[src/rtl/uart_rx_frame_ctrl_if.sv]
// uart_rx_frame_ctrl_if: byte-valid, drain handshake and frame report signals
// between the UART receiver/consumer side and the frame controller.
interface uart_rx_frame_ctrl_if;
    logic       uart_rx_vld;
    logic       buf_rd_done_1;
    logic       buf_rd_done_2;
    logic       uart_rx_vld_o;
    logic       frame_ping_pong_flag;
    logic       frame_done;
    logic       frame_buf_sel;
    logic [9:0] frame_len;
    logic       frame_ovf;
    logic       buf_full_1;
    logic       buf_full_2;
    logic [7:0] drop_frame_cnt;
    modport master (
        output uart_rx_vld, buf_rd_done_1, buf_rd_done_2,
        input  uart_rx_vld_o, frame_ping_pong_flag, frame_done, frame_buf_sel,
               frame_len, frame_ovf, buf_full_1, buf_full_2, drop_frame_cnt
    );
    modport slave (
        input  uart_rx_vld, buf_rd_done_1, buf_rd_done_2,
        output uart_rx_vld_o, frame_ping_pong_flag, frame_done, frame_buf_sel,
               frame_len, frame_ovf, buf_full_1, buf_full_2, drop_frame_cnt
    );
endinterface

[src/rtl/uart_rx_frame_ctrl.sv]
// uart_rx_frame_ctrl: splits received bytes into frames on idle gaps and steers
// them into a ping-pong buffer pair, dropping frames when both buffers are full.
module uart_rx_frame_ctrl #(
    parameter int IDLE_CYCLES = 15190,
    parameter int CNT_W       = 16,
    parameter int MAX_LEN     = 1020
) (
    input logic                 clk,
    input logic                 rst,
    uart_rx_frame_ctrl_if.slave bus
);
    localparam logic [1:0] IDLE = 2'd0;
    localparam logic [1:0] RECV = 2'd1;
    localparam logic [1:0] WAIT = 2'd2;
    localparam logic [1:0] DROP = 2'd3;

    logic [1:0]       state;
    logic [CNT_W-1:0] idle_cnt;
    logic [9:0]       len_cnt;
    logic             ovf;
    logic             flag;
    logic             full_1;
    logic             full_2;
    logic             done;
    logic             sel;
    logic [9:0]       len;
    logic             len_ovf;
    logic [7:0]       drop_cnt;
    logic             gap;
    logic             other_free;
    logic             set_1;
    logic             set_2;

    // a drain of the other buffer in this very cycle already counts as free
    always_comb begin
        gap        = (state == RECV || state == DROP) && !bus.uart_rx_vld
                     && idle_cnt == CNT_W'(IDLE_CYCLES - 1);
        other_free = flag ? (!full_1 || bus.buf_rd_done_1) : (!full_2 || bus.buf_rd_done_2);
        set_1      = gap && state == RECV && !flag;
        set_2      = gap && state == RECV && flag;
    end

    assign bus.uart_rx_vld_o        = bus.uart_rx_vld && (state == IDLE || state == RECV)
                                      && len_cnt < 10'(MAX_LEN);
    assign bus.frame_ping_pong_flag = flag;
    assign bus.frame_done           = done;
    assign bus.frame_buf_sel        = sel;
    assign bus.frame_len            = len;
    assign bus.frame_ovf            = len_ovf;
    assign bus.buf_full_1           = full_1;
    assign bus.buf_full_2           = full_2;
    assign bus.drop_frame_cnt       = drop_cnt;

    always_ff @(posedge clk) begin
        if (rst) begin
            state    <= IDLE;
            idle_cnt <= '0;
            len_cnt  <= '0;
            ovf      <= 1'b0;
            flag     <= 1'b0;
            full_1   <= 1'b0;
            full_2   <= 1'b0;
            done     <= 1'b0;
            sel      <= 1'b0;
            len      <= '0;
            len_ovf  <= 1'b0;
            drop_cnt <= '0;
        end else begin
            done   <= 1'b0;
            full_1 <= set_1 || (full_1 && !bus.buf_rd_done_1);
            full_2 <= set_2 || (full_2 && !bus.buf_rd_done_2);
            case (state)
                IDLE: if (bus.uart_rx_vld) begin
                    state    <= RECV;
                    len_cnt  <= 10'd1;
                    ovf      <= 1'b0;
                    idle_cnt <= '0;
                end
                RECV: if (bus.uart_rx_vld) begin
                    idle_cnt <= '0;
                    len_cnt  <= len_cnt < 10'(MAX_LEN) ? len_cnt + 10'd1 : len_cnt;
                    ovf      <= ovf || len_cnt >= 10'(MAX_LEN);
                end else if (gap) begin
                    done    <= 1'b1;
                    sel     <= flag;
                    len     <= len_cnt;
                    len_ovf <= ovf;
                    len_cnt <= '0;
                    flag    <= flag ^ other_free;
                    state   <= other_free ? IDLE : WAIT;
                end else begin
                    idle_cnt <= idle_cnt + CNT_W'(1);
                end
                WAIT: if (bus.uart_rx_vld) begin
                    state    <= DROP;
                    idle_cnt <= '0;
                    drop_cnt <= drop_cnt == 8'hFF ? drop_cnt : drop_cnt + 8'd1;
                end else if (other_free) begin
                    flag  <= !flag;
                    state <= IDLE;
                end
                DROP: if (bus.uart_rx_vld) begin
                    idle_cnt <= '0;
                end else if (gap) begin
                    flag  <= flag ^ other_free;
                    state <= other_free ? IDLE : WAIT;
                end else begin
                    idle_cnt <= idle_cnt + CNT_W'(1);
                end
                default: state <= IDLE;
            endcase
        end
    end
endmodule

[src/flat_wrapper.sv]
// flat-port wrapper written by rule: the top's interface ports become plain ports
module uart_rx_frame_ctrl_flat 
#(
    parameter int IDLE_CYCLES = 15190,
    parameter int CNT_W       = 16,
    parameter int MAX_LEN     = 1020
)
  (clk, rst, bus_uart_rx_vld, bus_buf_rd_done_1, bus_buf_rd_done_2, bus_uart_rx_vld_o, bus_frame_ping_pong_flag, bus_frame_done, bus_frame_buf_sel, bus_frame_len, bus_frame_ovf, bus_buf_full_1, bus_buf_full_2, bus_drop_frame_cnt);
  uart_rx_frame_ctrl_if bus_i ();
  input logic clk;
  input logic rst;
  input wire logic [$bits(bus_i.uart_rx_vld)-1:0] bus_uart_rx_vld;
  input wire logic [$bits(bus_i.buf_rd_done_1)-1:0] bus_buf_rd_done_1;
  input wire logic [$bits(bus_i.buf_rd_done_2)-1:0] bus_buf_rd_done_2;
  output wire logic [$bits(bus_i.uart_rx_vld_o)-1:0] bus_uart_rx_vld_o;
  output wire logic [$bits(bus_i.frame_ping_pong_flag)-1:0] bus_frame_ping_pong_flag;
  output wire logic [$bits(bus_i.frame_done)-1:0] bus_frame_done;
  output wire logic [$bits(bus_i.frame_buf_sel)-1:0] bus_frame_buf_sel;
  output wire logic [$bits(bus_i.frame_len)-1:0] bus_frame_len;
  output wire logic [$bits(bus_i.frame_ovf)-1:0] bus_frame_ovf;
  output wire logic [$bits(bus_i.buf_full_1)-1:0] bus_buf_full_1;
  output wire logic [$bits(bus_i.buf_full_2)-1:0] bus_buf_full_2;
  output wire logic [$bits(bus_i.drop_frame_cnt)-1:0] bus_drop_frame_cnt;
  assign bus_i.uart_rx_vld = bus_uart_rx_vld;
  assign bus_i.buf_rd_done_1 = bus_buf_rd_done_1;
  assign bus_i.buf_rd_done_2 = bus_buf_rd_done_2;
  assign bus_uart_rx_vld_o = bus_i.uart_rx_vld_o;
  assign bus_frame_ping_pong_flag = bus_i.frame_ping_pong_flag;
  assign bus_frame_done = bus_i.frame_done;
  assign bus_frame_buf_sel = bus_i.frame_buf_sel;
  assign bus_frame_len = bus_i.frame_len;
  assign bus_frame_ovf = bus_i.frame_ovf;
  assign bus_buf_full_1 = bus_i.buf_full_1;
  assign bus_buf_full_2 = bus_i.buf_full_2;
  assign bus_drop_frame_cnt = bus_i.drop_frame_cnt;
  uart_rx_frame_ctrl #(.IDLE_CYCLES(IDLE_CYCLES), .CNT_W(CNT_W), .MAX_LEN(MAX_LEN)) u_core (.clk(clk), .rst(rst), .bus(bus_i));
endmodule
[config.mk]
export PLATFORM = sky130hd
export DESIGN_NAME = uart_rx_frame_ctrl_flat
export DESIGN_NICKNAME = d
export VERILOG_FILES = /design/src/rtl/uart_rx_frame_ctrl_if.sv /design/src/rtl/uart_rx_frame_ctrl.sv /design/src/flat_wrapper.sv
export SDC_FILE = /design/constraint.sdc
export NUM_CORES = 1
export LEC_CHECK = 0
export ABC_AREA = 1
export CORE_MARGIN = 4
export CORE_UTILIZATION = 40
export DETAILED_ROUTE_END_ITERATION = 16
export DONT_BUFFER_PORTS = 1
export PLACE_DENSITY = 0.53
export SETUP_SLACK_MARGIN = 0.05
export SYNTH_ARGS = -nofsm -noshare
export SYNTH_HDL_FRONTEND = slang
export SYNTH_SLANG_ARGS = --single-unit
[constraint.sdc]
create_clock -name clk -period 3.72 [get_ports clk]
set_input_delay 0.93 -clock clk [delete_from_list [all_inputs] [get_ports clk]]
set_output_delay 0.93 -clock clk [all_outputs]
set_load 0.01 [all_outputs]
==> results.json, run 1 <==
{
  "rsz0062_at_grt": "no",
  "grt_pass1_vias": 2334,
  "setup_viol": 0,
  "status": "complete, no violations",
  "syn-num-nets": 437,
  "cp_slowest_stage_delay_ns": 0.25,
  "rrSetupSlack_ns": 1.63,
  "overflow": 0,
  "power_density_nw_per_um2": 323.7,
  "wl_per_cell_um": 13.01,
  "syn_area_um2": 2920,
  "cts_setup_buffers": 0,
  "peakVddDrop_mv": 0.1778,
  "finalWeightedCongestion": 0.8649,
  "critPathBufInv": 2,
  "nNetsFinal": 434,
  "finalSetupTns_ns": 0,
  "io_buffer_count": 0,
  "first_iter_violations": 89,
  "num_vias": 2539,
  "fmax_mhz": 402.4,
  "yosys_warnings": 0,
  "initial_core_util_pct": 42.05,
  "critPathLaunch": "bus_uart_rx_vld",
  "synth_cells": 427,
  "antenna_found_initial": 0,
  "crit_chain": "inv_1 -> nor2_1 -> inv_1 -> a21oi_1",
  "hpwlAfterDp_mm": 5.080,
  "cts_repair_resize_count": 0,
  "fin_area_um2": 3064,
  "yosysTopAreaCell": "dfxtp_1",
  "yosysSeqAreaShare_pct": 36.33,
  "dieWidth_um": 93.45,
  "reg2reg_from": "u_core.idle_cnt[0]",
  "fin_skew_ns": 0.01136,
  "worst_path_most_repeated_cell": "inv_1",
  "path_class": "in -> out",
  "wirelength_mm": 6.778,
  "hold_path_depth": 2,
  "placed_cell_area_um2": 2970,
  "num_antenna_cells": 0,
  "first_pass_iters": 4,
  "h-tree-depth": 2,
  "critPathTopFamily": "compound AO/OA/AOI/OAI gates",
  "grt_pass1_wl_mm": 11.41,
  "drc": 0,
  "grt_max_degree": 24,
  "ioPinCount": 30,
  "rows": 30,
  "crit_fanout": 13,
  "drv_slew": 0,
  "grt_usage_pct": 16.28,
  "min_from": "u_core.len_cnt[3]",
  "dieArea_um2": 8732,
  "cts-root-buf": "clkbuf_8",
  "clk_latency_ns": 0.31,
  "die_height_um": 93.45,
  "maxCapViolCount": 0,
  "cp.depth": 4,
  "crit_slowest_cell": "a21oi_1",
  "final_common_cell": "nand2_1",
  "drive_above_1_share_pct": 11.29,
  "synth_top_area_share_pct": 36.33,
  "crit_required_ns": 2.79,
  "start_kind": "input pin",
  "ys_types": 33,
  "avgSynthCellArea_um2": 6.839,
  "max_slew_margin_pct": 56.79,
  "postCtsHoldBufs": 0,
  "hp-class": "reg -> reg",
  "p_leak_nw": 1.203,
  "reg2reg_depth": 10,
  "cts_tree": "done",
  "critPathArrivalTime_ns": 1.55,
  "synth_area_leaders": "dfxtp_1 36%, nand2_1 14%, inv_1 7.1%",
  "worst-slew-pin-transition_ns": 0.6475,
  "cts_max_path_buffers": 2,
  "drtAntennaViolNets": 0,
  "final_hold_viol_count": 0,
  "coreArea_um2": 6944,
  "path_clk_slew_ns": 0.11,
  "syn_to_final_growth_pct": 4.927,
  "synth_seq_cells": 53,
  "min_period_ns": 2.485,
  "numCtsBuffers": 5,
  "post_drt_via_cell_ratio": 4.873,
  "clock_sinks": 53,
  "final_cell_mix": "112 x nand2_1, 55 x inv_1, 53 x dfxtp_1",
  "worstSetupEndpointType": "primary output",
  "min_period_over_period_pct": 66.80
}
metal layers:
layer,GRT usage (%),share of wire [%],up-vias
li1,-,-,1357
met2,24.06,42,48
met4,4.029,0.84,0
met5,0,0,-
met3,3.138,4.1,5
met1,24.06,53,1129
stage by stage:
step | instances | setup slack (ns) | power, mW | hold slack [ns] | util (%)
6_report | 521 | 1.235 | 0.9920 | 0.4918 | 44.13
5_1_grt | 521 | 1.131 | 1.037 | 0.5201 | 44.13
4_1_cts | 521 | 1.216 | 1.004 | 0.4904 | 44.13
3_5_place_dp | 513 | 1.216 | 0.6574 | 0.4744 | 42.77
3_3_place_gp | 513 | 1.227 | 0.6572 | 0.4712 | 42.77
2_1_floorplan | 427 | 1.477 | 0.6473 | 0.4553 | -
Yosys cell counts:
master	count
nand3_4	1
inv_1	55
nor2_2	1
dfxtp_1	53
nor2_4	3
nand2_1	112
nand3_2	5
nand3_1	23
o21bai_1	2
buf_2	2
nand4_1	11
o211ai_1	1
nor3b_1	1
a21oi_1	21
a21oi_2	16
nand3b_4	1
clkbuf_1	3
inv_2	2
o21ai_2	1
nor2_1	52
o21ai_1	8
buf_4	3
xor2_1	4
nor4_1	1
o221a_2	1
o21ai_0	15
and2_1	1
a21boi_0	2
ha_1	5
nand2_4	1
nand2_2	7
nor3_1	10
buf_6	3
cell type report:
cell class                      count  area [um2]
Inverter                           57       214.0
Clock buffer                        5       68.82
Sequential cell                    53        1061
Tap cell                           96       120.1
Fill cell                         740        3880
Clock inverter                      3       25.02
Timing Repair Buffer                1       7.507
Multi-Input combinational cell    306        1568
final timing paths:
check / end
setup / recovery: bus_uart_rx_vld_o
hold / removal: u_core.len_cnt[3]
setup reg to reg: u_core.bus.frame_ovf
hold reg to reg: u_core.len_cnt[3]
cells by family after synthesis:
kind of cell	Yosys count	share of synthesized area, %
xor+xnor	4	1.200
flops	53	36.33
fa+ha+maj	5	2.142
compound gates	67	14.31
simple gates	230	36.03
buf+inv	68	9.983
report_power, final:
group          switching, mW  internal, mW  leakage (nW)
logic                 0.0452        0.0167         0.730
registers            0.00913         0.573         0.428
clock network          0.211         0.137        0.0447
total                  0.266         0.726          1.20
worst reg2reg max path: cells and delay by family (launching register included):
family	cells	cell delay [ns]
flops	1	0.41
simple gates	7	1.14
fa+ha+maj	1	0.17
buf+inv	2	0.28
state kept, by name, summed over array words and instances, names as in the netlist:
name	flops
u_core.idle_cnt	16
u_core.bus.drop_frame_cnt	8
u_core.state	2
u_core.bus.frame_buf_sel	1
u_core.bus.buf_full_2	1
u_core.bus.frame_done	1
u_core.bus.frame_ovf	1
u_core.len_cnt	10
u_core.ovf	1
u_core.bus.buf_full_1	1
u_core.bus.frame_len	10
u_core.bus.frame_ping_pong_flag	1
Power figures use the tool's default switching activity.
==> inputs of run 2 (changes only) <==
clock period = 2.3 ns   (was 3.72 ns; I/O delays follow)
==> run 2 against run 1 <==
  * Setup slack got worse by 0.77 ns
  * Combinational power rose by 74%
  * Die area is the same
  * First-iteration DRC count up 12%
  * Utilization increased by 0.85 points
  * Register-to-register slack worse by 1.2 ns
==> results.json, run 2 (synthesis results as in run 1) <==
{
  "status": "complete, no violations",
  "grt_pass1_vias": 2202,
  "path_class": "reg -> out",
  "coreArea_um2": 6944,
  "cts_repair_resize_count": 0,
  "finalSetupTns_ns": 0,
  "grt_pass1_wl_mm": 11.43,
  "worst-slew-pin-transition_ns": 0.6678,
  "drive_above_1_share_pct": 12.33,
  "peakVddDrop_mv": 0.2235,
  "p_leak_nw": 1.238,
  "reg2reg_depth": 10,
  "fin_skew_ns": 0.009103,
  "grt_max_degree": 24,
  "top_register": "u_core.idle_cnt",
  "grtUsageMet3_pct": 3.298,
  "fillers": 748,
  "fin_cells": 526,
  "die_height_um": 93.45,
  "clock_sinks": 53,
  "path_clk_slew_ns": 0.11,
  "wirelength_mm": 6.772,
  "finalWeightedCongestion": 0.8637,
  "dp_cells": 518,
  "rsz0062_at_grt": "no",
  "cts_setup_buffers": 0,
  "hp-class": "in -> reg",
  "grt_util_met1_pct": 24.37,
  "io_buffer_count": 0,
  "r2r-end": "u_core.len_cnt[9]",
  "rrSetupSlack_ns": 0.47,
  "power_density_nw_per_um2": 546.4,
  "crit_required_ns": 1.73,
  "antenna_found_initial": 0,
  "critPathLaunch": "u_core.len_cnt[4]",
  "min_period_over_period_pct": 79.68,
  "post_drt_via_cell_ratio": 4.835,
  "min_period_ns": 1.833,
  "cts_tree": "done",
  "postCtsHoldBufs": 0,
  "maxCapViolCount": 0,
  "drtAntennaViolNets": 0,
  "max_slew_margin_pct": 55.43,
  "drc": 0,
  "final_cell_mix": "112 x nand2_1, 55 x inv_1, 53 x dfxtp_1",
  "rows": 30,
  "start_kind": "flop",
  "cp-endpoint": "bus_uart_rx_vld_o",
  "final_common_cell": "nand2_1",
  "critPathArrivalTime_ns": 1.26,
  "overflow": 0,
  "largest_register_ffs": 16,
  "first_pass_iters": 4,
  "hpwlAfterDp_mm": 5.076,
  "ioPinCount": 30,
  "crit_fanout": 8,
  "drv_slew": 0,
  "initial_core_util_pct": 42.05,
  "fmax_mhz": 545.7,
  "hold_ws_ns": 0.3055,
  "dieArea_um2": 8732,
  "dieWidth_um": 93.45,
  "multi_input_area_um2": 1568,
  "first_iter_violations": 100,
  "top_usage_layer": "met1",
  "final_hold_viol_count": 0,
  "reg2reg_from": "u_core.idle_cnt[0]",
  "clk_latency_ns": 0.31,
  "syn_to_final_growth_pct": 6.941,
  "grt_usage_pct": 16.30,
  "worstSetupEndpointType": "primary output",
  "setup_viol": 0,
  "cts_max_path_buffers": 2,
  "num_antenna_cells": 0,
  "seq_area_um2": 1061,
  "wl_per_cell_um": 12.87,
  "use_met2_pct": 23.65,
  "num_vias": 2543,
  "cts-root-buf": "clkbuf_8",
  "nNetsFinal": 439,
  "h-tree-depth": 2,
  "numCtsBuffers": 5
}
-- run 2: cell types whose count changed in the layout (fill, tap and decap cells not counted), sizes merged --
cell    delta
buf        +5
bufinv     +1
inv        -1
-- run 2: routing by layer --
| layer | vias to the layer above | part of all wire (%) |
|---|---|---|
| met4 | 0 | 0.96 |
| met1 | 1127 | 53 |
| li1 | 1367 | - |
| met2 | 44 | 42 |
| met5 | - | 0 |
| met3 | 5 | 3.9 |
-- run 2: worst min path at each step --
stage / startpoint / end / slack [ns] / cells after the start
floorplan: u_core.ovf / u_core.bus.frame_ovf / 0.46 / 2
global placement: u_core.idle_cnt[1] / u_core.idle_cnt[1] / 0.48 / 2
detailed placement: u_core.len_cnt[3] / u_core.len_cnt[3] / 0.48 / 2
CTS: rst / u_core.bus.buf_full_1 / 0.30 / 1
global route: rst / u_core.bus.frame_buf_sel / 0.28 / 1
finish: rst / u_core.bus.buf_full_1 / 0.31 / 1
-- run 2: stage by stage --
step / cell area [um2] / utilization [%] / setup slack [ns] / power (mW)
2_1_floorplan: 2920 / - / 0.7668 / 1.047
3_3_place_gp: 3008 / 43.32 / 0.5347 / 1.067
3_5_place_dp: 3008 / 43.32 / 0.4897 / 1.068
4_1_cts: 3123 / 44.97 / 0.4624 / 1.732
5_1_grt: 3123 / 44.97 / 0.2970 / 1.783
6_report: 3123 / 44.97 / 0.4674 / 1.706
-- run 2: area by class of cell --
class / count / area share, %
clock buffers: 5 / 2.204
multi-input cells: 306 / 50.20
well taps: 96 / 3.846
repair buffers: 6 / 1.442
clock inverters: 3 / 1.482
flip-flops and latches: 53 / 33.97
inverters: 57 / 6.851
-- run 2: report_power, final --
group,leakage [nW],switching [mW],internal [mW]
Clock,0.0543,0.333,0.326
Sequential,0.428,0.0124,0.926
Combinational,0.756,0.0770,0.0312
-- run 2: critical path: stages, from the launching register on --
cell	delay, ns
dfxtp_1	0.50
nand2_1	0.17
nor2_4	0.15
a21oi_1	0.13
